File: config.mk
export PLATFORM = sky130hd
export DESIGN_NAME = block_check_sched
export DESIGN_NICKNAME = d
export VERILOG_FILES = /design/src/rtl/blk_chk_pkg.sv /design/src/rtl/rr_arb2.sv /design/src/rtl/block_check_sched.sv
export SDC_FILE = /design/constraint.sdc
export NUM_CORES = 1
export LEC_CHECK = 0
export BUFFER_PORTS_ARGS = -buffer_cell sky130_fd_sc_hd__buf_2
export CAP_MARGIN = 0
export CORE_AREA = 10 10 88 90
export CTS_BUF_LIST = sky130_fd_sc_hd__clkbuf_4 sky130_fd_sc_hd__clkbuf_8
export DETAILED_ROUTE_END_ITERATION = 16
export DIE_AREA = 0 0 98 100
export PLACE_DENSITY = 0.61
export SETUP_SLACK_MARGIN = 0.05
export SLEW_MARGIN = 5
export SYNTH_ARGS = -nofsm -noshare
export SYNTH_HDL_FRONTEND = slang
export SYNTH_SLANG_ARGS = --single-unit
File: constraint.sdc
create_clock -name clk -period 4.3 [get_ports clk]
set_input_delay 0.215 -clock clk [delete_from_list [all_inputs] [get_ports clk]]
set_output_delay 0.215 -clock clk [all_outputs]
set_load 0.02 [all_outputs]
File: src/rtl/blk_chk_pkg.sv
// Shared definitions for the keyword-checker scheduler: FSM encoding, widths
// and the keyword constants the external checker recognises.
package blk_chk_pkg;

    localparam int unsigned CHAR_W  = 8;
    localparam int unsigned NUM_REQ = 2;

    typedef enum logic [2:0] {
        ST_IDLE   = 3'd0,
        ST_CLEAR  = 3'd1,
        ST_STREAM = 3'd2,
        ST_SAMPLE = 3'd3,
        ST_RESP   = 3'd4
    } state_t;

    // Keywords understood by the shared checker; words are space-separated.
    localparam logic [39:0]       KW_BEGIN = "begin";
    localparam logic [23:0]       KW_END   = "end";
    localparam logic [CHAR_W-1:0] KW_SEP   = " ";

endpackage

File: src/rtl/rr_arb2.sv
// Two-way round-robin selector: on a tie the requester not granted last wins.
module rr_arb2 (
    input  logic [1:0] req,
    input  logic       last,
    output logic       grant
);

    always_comb begin
        grant = 1'b0;
        case (req)
            2'b01:   grant = 1'b0;
            2'b10:   grant = 1'b1;
            2'b11:   grant = ~last;
            default: grant = 1'b0;
        endcase
    end

endmodule

File: src/rtl/block_check_sched.sv
// Shares one keyword checker between two requesters, one whole message at a
// time, and returns verdict, length and saturation per message.
module block_check_sched
    import blk_chk_pkg::*;
#(
    parameter int unsigned LEN_W = 16
) (
    input  logic               clk,
    input  logic               reset,
    input  logic [NUM_REQ-1:0] req_valid,
    input  logic [CHAR_W-1:0]  req_char0,
    input  logic [CHAR_W-1:0]  req_char1,
    input  logic [NUM_REQ-1:0] req_last,
    output logic [NUM_REQ-1:0] req_ready,
    output logic               chk_clear,
    output logic               chk_valid,
    output logic [CHAR_W-1:0]  chk_char,
    input  logic               chk_result,
    output logic               rsp_valid,
    input  logic               rsp_ready,
    output logic               rsp_id,
    output logic               rsp_result,
    output logic [LEN_W-1:0]   rsp_len,
    output logic               rsp_sat
);

    localparam logic [LEN_W-1:0] LEN_MAX = {LEN_W{1'b1}};

    state_t             r_state;
    state_t             w_next;
    logic               r_grant;
    logic               r_last;
    logic               r_clear;
    logic [LEN_W-1:0]   r_len;
    logic               r_sat;
    logic               r_rsp_id;
    logic               r_rsp_result;
    logic [LEN_W-1:0]   r_rsp_len;
    logic               r_rsp_sat;
    logic               w_arb_grant;
    logic               w_sel_valid;
    logic               w_sel_last;
    logic [CHAR_W-1:0]  w_sel_char;
    logic [NUM_REQ-1:0] w_ready;
    logic               w_chk_valid;
    logic [CHAR_W-1:0]  w_chk_char;

    rr_arb2 u_arb (
        .req   (req_valid),
        .last  (r_last),
        .grant (w_arb_grant)
    );

    assign w_sel_valid = r_grant ? req_valid[1] : req_valid[0];
    assign w_sel_last  = r_grant ? req_last[1]  : req_last[0];
    assign w_sel_char  = r_grant ? req_char1    : req_char0;

    always_ff @(posedge clk or posedge reset) begin
        if (reset) begin
            r_state <= ST_IDLE;
        end else begin
            r_state <= w_next;
        end
    end

    // Next state plus the streaming path, which must follow the granted requester combinationally.
    always_comb begin
        w_next      = r_state;
        w_ready     = '0;
        w_chk_valid = 1'b0;
        w_chk_char  = '0;
        case (r_state)
            ST_IDLE: begin
                if (|req_valid) begin
                    w_next = ST_CLEAR;
                end
            end
            ST_CLEAR: begin
                w_next = ST_STREAM;
            end
            ST_STREAM: begin
                w_ready     = r_grant ? 2'b10 : 2'b01;
                w_chk_valid = w_sel_valid;
                w_chk_char  = w_sel_char;
                if (w_sel_valid && w_sel_last) begin
                    w_next = ST_SAMPLE;
                end
            end
            ST_SAMPLE: begin
                w_next = ST_RESP;
            end
            ST_RESP: begin
                if (rsp_ready) begin
                    w_next = ST_IDLE;
                end
            end
            default: begin
                w_next = ST_IDLE;
            end
        endcase
    end

    // Grant is frozen for the whole message; last-grant moves only once the response is taken.
    always_ff @(posedge clk or posedge reset) begin
        if (reset) begin
            r_grant <= 1'b0;
            r_last  <= 1'b1;
        end else begin
            if (r_state == ST_IDLE && |req_valid) begin
                r_grant <= w_arb_grant;
            end
            if (r_state == ST_RESP && rsp_ready) begin
                r_last <= r_grant;
            end
        end
    end

    // Checker clear is held through reset so an abandoned message leaves no residue.
    always_ff @(posedge clk or posedge reset) begin
        if (reset) begin
            r_clear <= 1'b1;
        end else begin
            r_clear <= (w_next == ST_CLEAR);
        end
    end

    always_ff @(posedge clk or posedge reset) begin
        if (reset) begin
            r_len <= '0;
            r_sat <= 1'b0;
        end else if (r_state == ST_CLEAR) begin
            r_len <= '0;
            r_sat <= 1'b0;
        end else if (w_chk_valid) begin
            if (r_len == LEN_MAX) begin
                r_sat <= 1'b1;
            end else begin
                r_len <= r_len + LEN_W'(1);
            end
        end
    end

    always_ff @(posedge clk or posedge reset) begin
        if (reset) begin
            r_rsp_id     <= 1'b0;
            r_rsp_result <= 1'b0;
            r_rsp_len    <= '0;
            r_rsp_sat    <= 1'b0;
        end else if (r_state == ST_SAMPLE) begin
            r_rsp_id     <= r_grant;
            r_rsp_result <= chk_result;
            r_rsp_len    <= r_len;
            r_rsp_sat    <= r_sat;
        end
    end

    assign req_ready  = w_ready;
    assign chk_valid  = w_chk_valid;
    assign chk_char   = w_chk_char;
    assign chk_clear  = r_clear;
    assign rsp_valid  = (r_state == ST_RESP);
    assign rsp_id     = r_rsp_id;
    assign rsp_result = r_rsp_result;
    assign rsp_len    = r_rsp_len;
    assign rsp_sat    = r_rsp_sat;

endmodule

==> impl_metrics.env <==
export IMPL_status="finished, final reports clean"
export IMPL_netlist_instances=181
export IMPL_place_area_um2=2400
export IMPL_finalSetupViolCount=0
export IMPL_cts_setup_buffers=0
export IMPL_cp_arrival_ns=1.78
export IMPL_hold_class="in -> async"
export IMPL_cts_tree="done"
export IMPL_fillers=598
export IMPL_die_area_um2=9800
export IMPL_fin_crit_ns=1.99
export IMPL_max_slew_margin=0.323
export IMPL_clk_latency_ns=0.29
export IMPL_core_area_um2=6130
export IMPL_initial_core_util=0.334
export IMPL_area_growth_pct=21.6
export IMPL_power_density_nw_per_um2=503
export IMPL_cts_buffers=5
export IMPL_r2r_setup_slack_ns=2.33
export IMPL_dr_pass1_iters=4
export IMPL_cts_root_buf="clkbuf_8"
export IMPL_wl_met2_mm=2.15
export IMPL_rsz0062_at_grt="false"
export IMPL_route_detailed_drc=0
export IMPL_yosysTopAreaCell="dfrtp_1"
export IMPL_syn_area_per_cell_um2=11.3
export IMPL_worstSetupPathType="reg -> out"
export IMPL_power_total_mw=1.25
export IMPL_postCtsResizedCells=0
export IMPL_wl_met1_mm=2.17
export IMPL_startpoint="r_state[0]"
export IMPL_synth_top_area_frac=0.488
export IMPL_drive_gt1_frac=0.399
export IMPL_path_clk_slew_ns=0.08
export IMPL_synthesis_nets=206
export IMPL_reg2reg_depth=5
export IMPL_hold_ws_ns=0.0383
export IMPL_seq_area_frac_synth=0.514
export IMPL_peakVddDrop_v=0.000293
export IMPL_wirelength_mm=4.74
export IMPL_postCtsHoldBufs=0
export IMPL_final_util=0.406
export IMPL_rows=29
export IMPL_via_count=1620
export IMPL_synth_flop_cell="dfrtp_1"
export IMPL_grt_antenna_before_repair=0
export IMPL_num_nets_final=262
export IMPL_max_clock_freq_mhz=501
export IMPL_r2r_start="r_len[0]"
export IMPL_cts_htree_levels=2
export IMPL_synth_seq_cells=42
export IMPL_hold_viol_final=0
export IMPL_via_per_inst=5.14
export IMPL_route_met3_wl_um=373
export IMPL_r2r_end="r_len[11]"
export IMPL_drv_cap=0
export IMPL_slew_violations=0
export IMPL_routedWlPerCell_um=15.0
export IMPL_tightestPinTransition_ns=1.01
export IMPL_clkSinkCount=42
export IMPL_netlist_area_um2=2050
export IMPL_drtIter0Drc=108
export IMPL_dp_slack_ns=2.31
export IMPL_synth_warnings=0
export IMPL_synth_edf_count=0
export IMPL_die_width_um=98
export IMPL_die_h_um=100
export IMPL_grt_max_degree=43
export IMPL_final_area_um2=2490
export IMPL_clk_path_buf_depth=2
export IMPL_fin_tns_setup_ns=0
export IMPL_synth_area_leaders="dfrtp_1, mux2_2, mux2i_1"
export IMPL_placedCellCount=307
export IMPL_fin_ws_ns=2.31
export IMPL_power_leakage_nw=1.24
export IMPL_grt_pass1_wl_mm=8.18
export IMPL_highest_signal_layer="met4"
export IMPL_first_global_vias=1655
export IMPL_required_ns=4.09
export IMPL_fin_skew_ns=0.00994
export IMPL_ant_nets=0
export IMPL_min_period_over_period=0.464
export IMPL_gr_usage_all_layers=0.100
export IMPL_portBuffers=55
export IMPL_startpoint_type="flop"
export IMPL_gp_congestion=0.749
export IMPL_overflow=0
export IMPL_crit_path_end_kind="output port"
export IMPL_num_antenna_cells=0
export IMPL_cp_max_fo=9
export IMPL_synth_lib_cells_used_distinct=40
export IMPL_ioPinCount=56
export IMPL_dpl_hpwl_mm=3.48
export IMPL_instances_no_fill=315
export IMPL_synthArstFlopShare=1.00
==> layout make-up <==
class                   count  area [um2]  share of cell area
clock buffers               8        91.3              0.0367
inverters                   4        15.0             0.00603
multi-input cells         128         952               0.382
flip-flops and latches     42        1050               0.423
well taps                  77        96.3              0.0387
repair buffers             56         283               0.114
==> worst max-delay path by stage <==
stage                        endpoint
after floorplan           chk_char[0]
after global placement     rsp_len[0]
after detailed placement   rsp_len[2]
after CTS                 chk_char[0]
after global routing         r_len[5]
final                     chk_char[0]
==> flip-flops by register name, summed over array words and instances (netlist names) <==
name / flops
rsp_sat: 1
rsp_id: 1
r_last: 1
chk_clear: 1
r_len: 16
rsp_len: 16
r_sat: 1
rsp_result: 1
r_grant: 1
r_state: 3
==> worst max-delay path, cell delays in order, from the launching register on <==
cell and delay [ns]:
dfrtp_1 0.47, nor3b_4 0.32, and2_1 0.36, a22o_1 0.18
buf_2 0.16
==> power breakdown <==
part	switching (mW)	total [mW]	leakage, nW	internal, mW
Sequential	0.0595	0.523	0.566	0.463
Combinational	0.279	0.470	0.622	0.191
Clock	0.124	0.259	0.0498	0.134
Total	0.463	1.25	1.24	0.789
==> per-layer routing <==
| metal | vias to the layer above | track usage |
|---|---|---|
| li1 | 783 | - |
| met1 | 779 | 0.120 |
| met2 | 54 | 0.161 |
| met3 | 4 | 0.0440 |
| met4 | 0 | 0.0268 |
| met5 | - | 0 |
==> cell families (layout without fill, tap and decap cells) <==
kind of cell | count (synthesis) | count (layout) | synth area share
simple gates | 65 | 65 | 0.198
flops | 42 | 42 | 0.514
compound gates | 33 | 33 | 0.107
mux | 28 | 28 | 0.149
buf+inv | 11 | 68 | 0.0214
fa+ha+maj | 1 | 1 | 0.00610
xor+xnor | 1 | 1 | 0.00427
==> cell usage after synthesis, types with 5 or more instances <==
| master | n |
|---|---|
| dfrtp_1 | 40 |
| mux2_2 | 20 |
| nand2_1 | 17 |
| a21oi_1 | 10 |
| a22o_1 | 8 |
| mux2i_1 | 8 |
| nand3_1 | 6 |
| o21ai_0 | 6 |
| clkbuf_1 | 5 |
| nor2_1 | 5 |
| o31ai_1 | 5 |
| or4_1 | 5 |
==> cell usage in the layout (no fill, tap or decap), types with 6 or more instances in the layout <==
master / count
dfrtp_1: 40
a21oi_1: 10
a22o_1: 8
mux2_2: 20
nand3_1: 6
nand2_1: 17
o21ai_0: 6
mux2i_1: 8
buf_2: 55
Power figures use the tool's default switching activity.
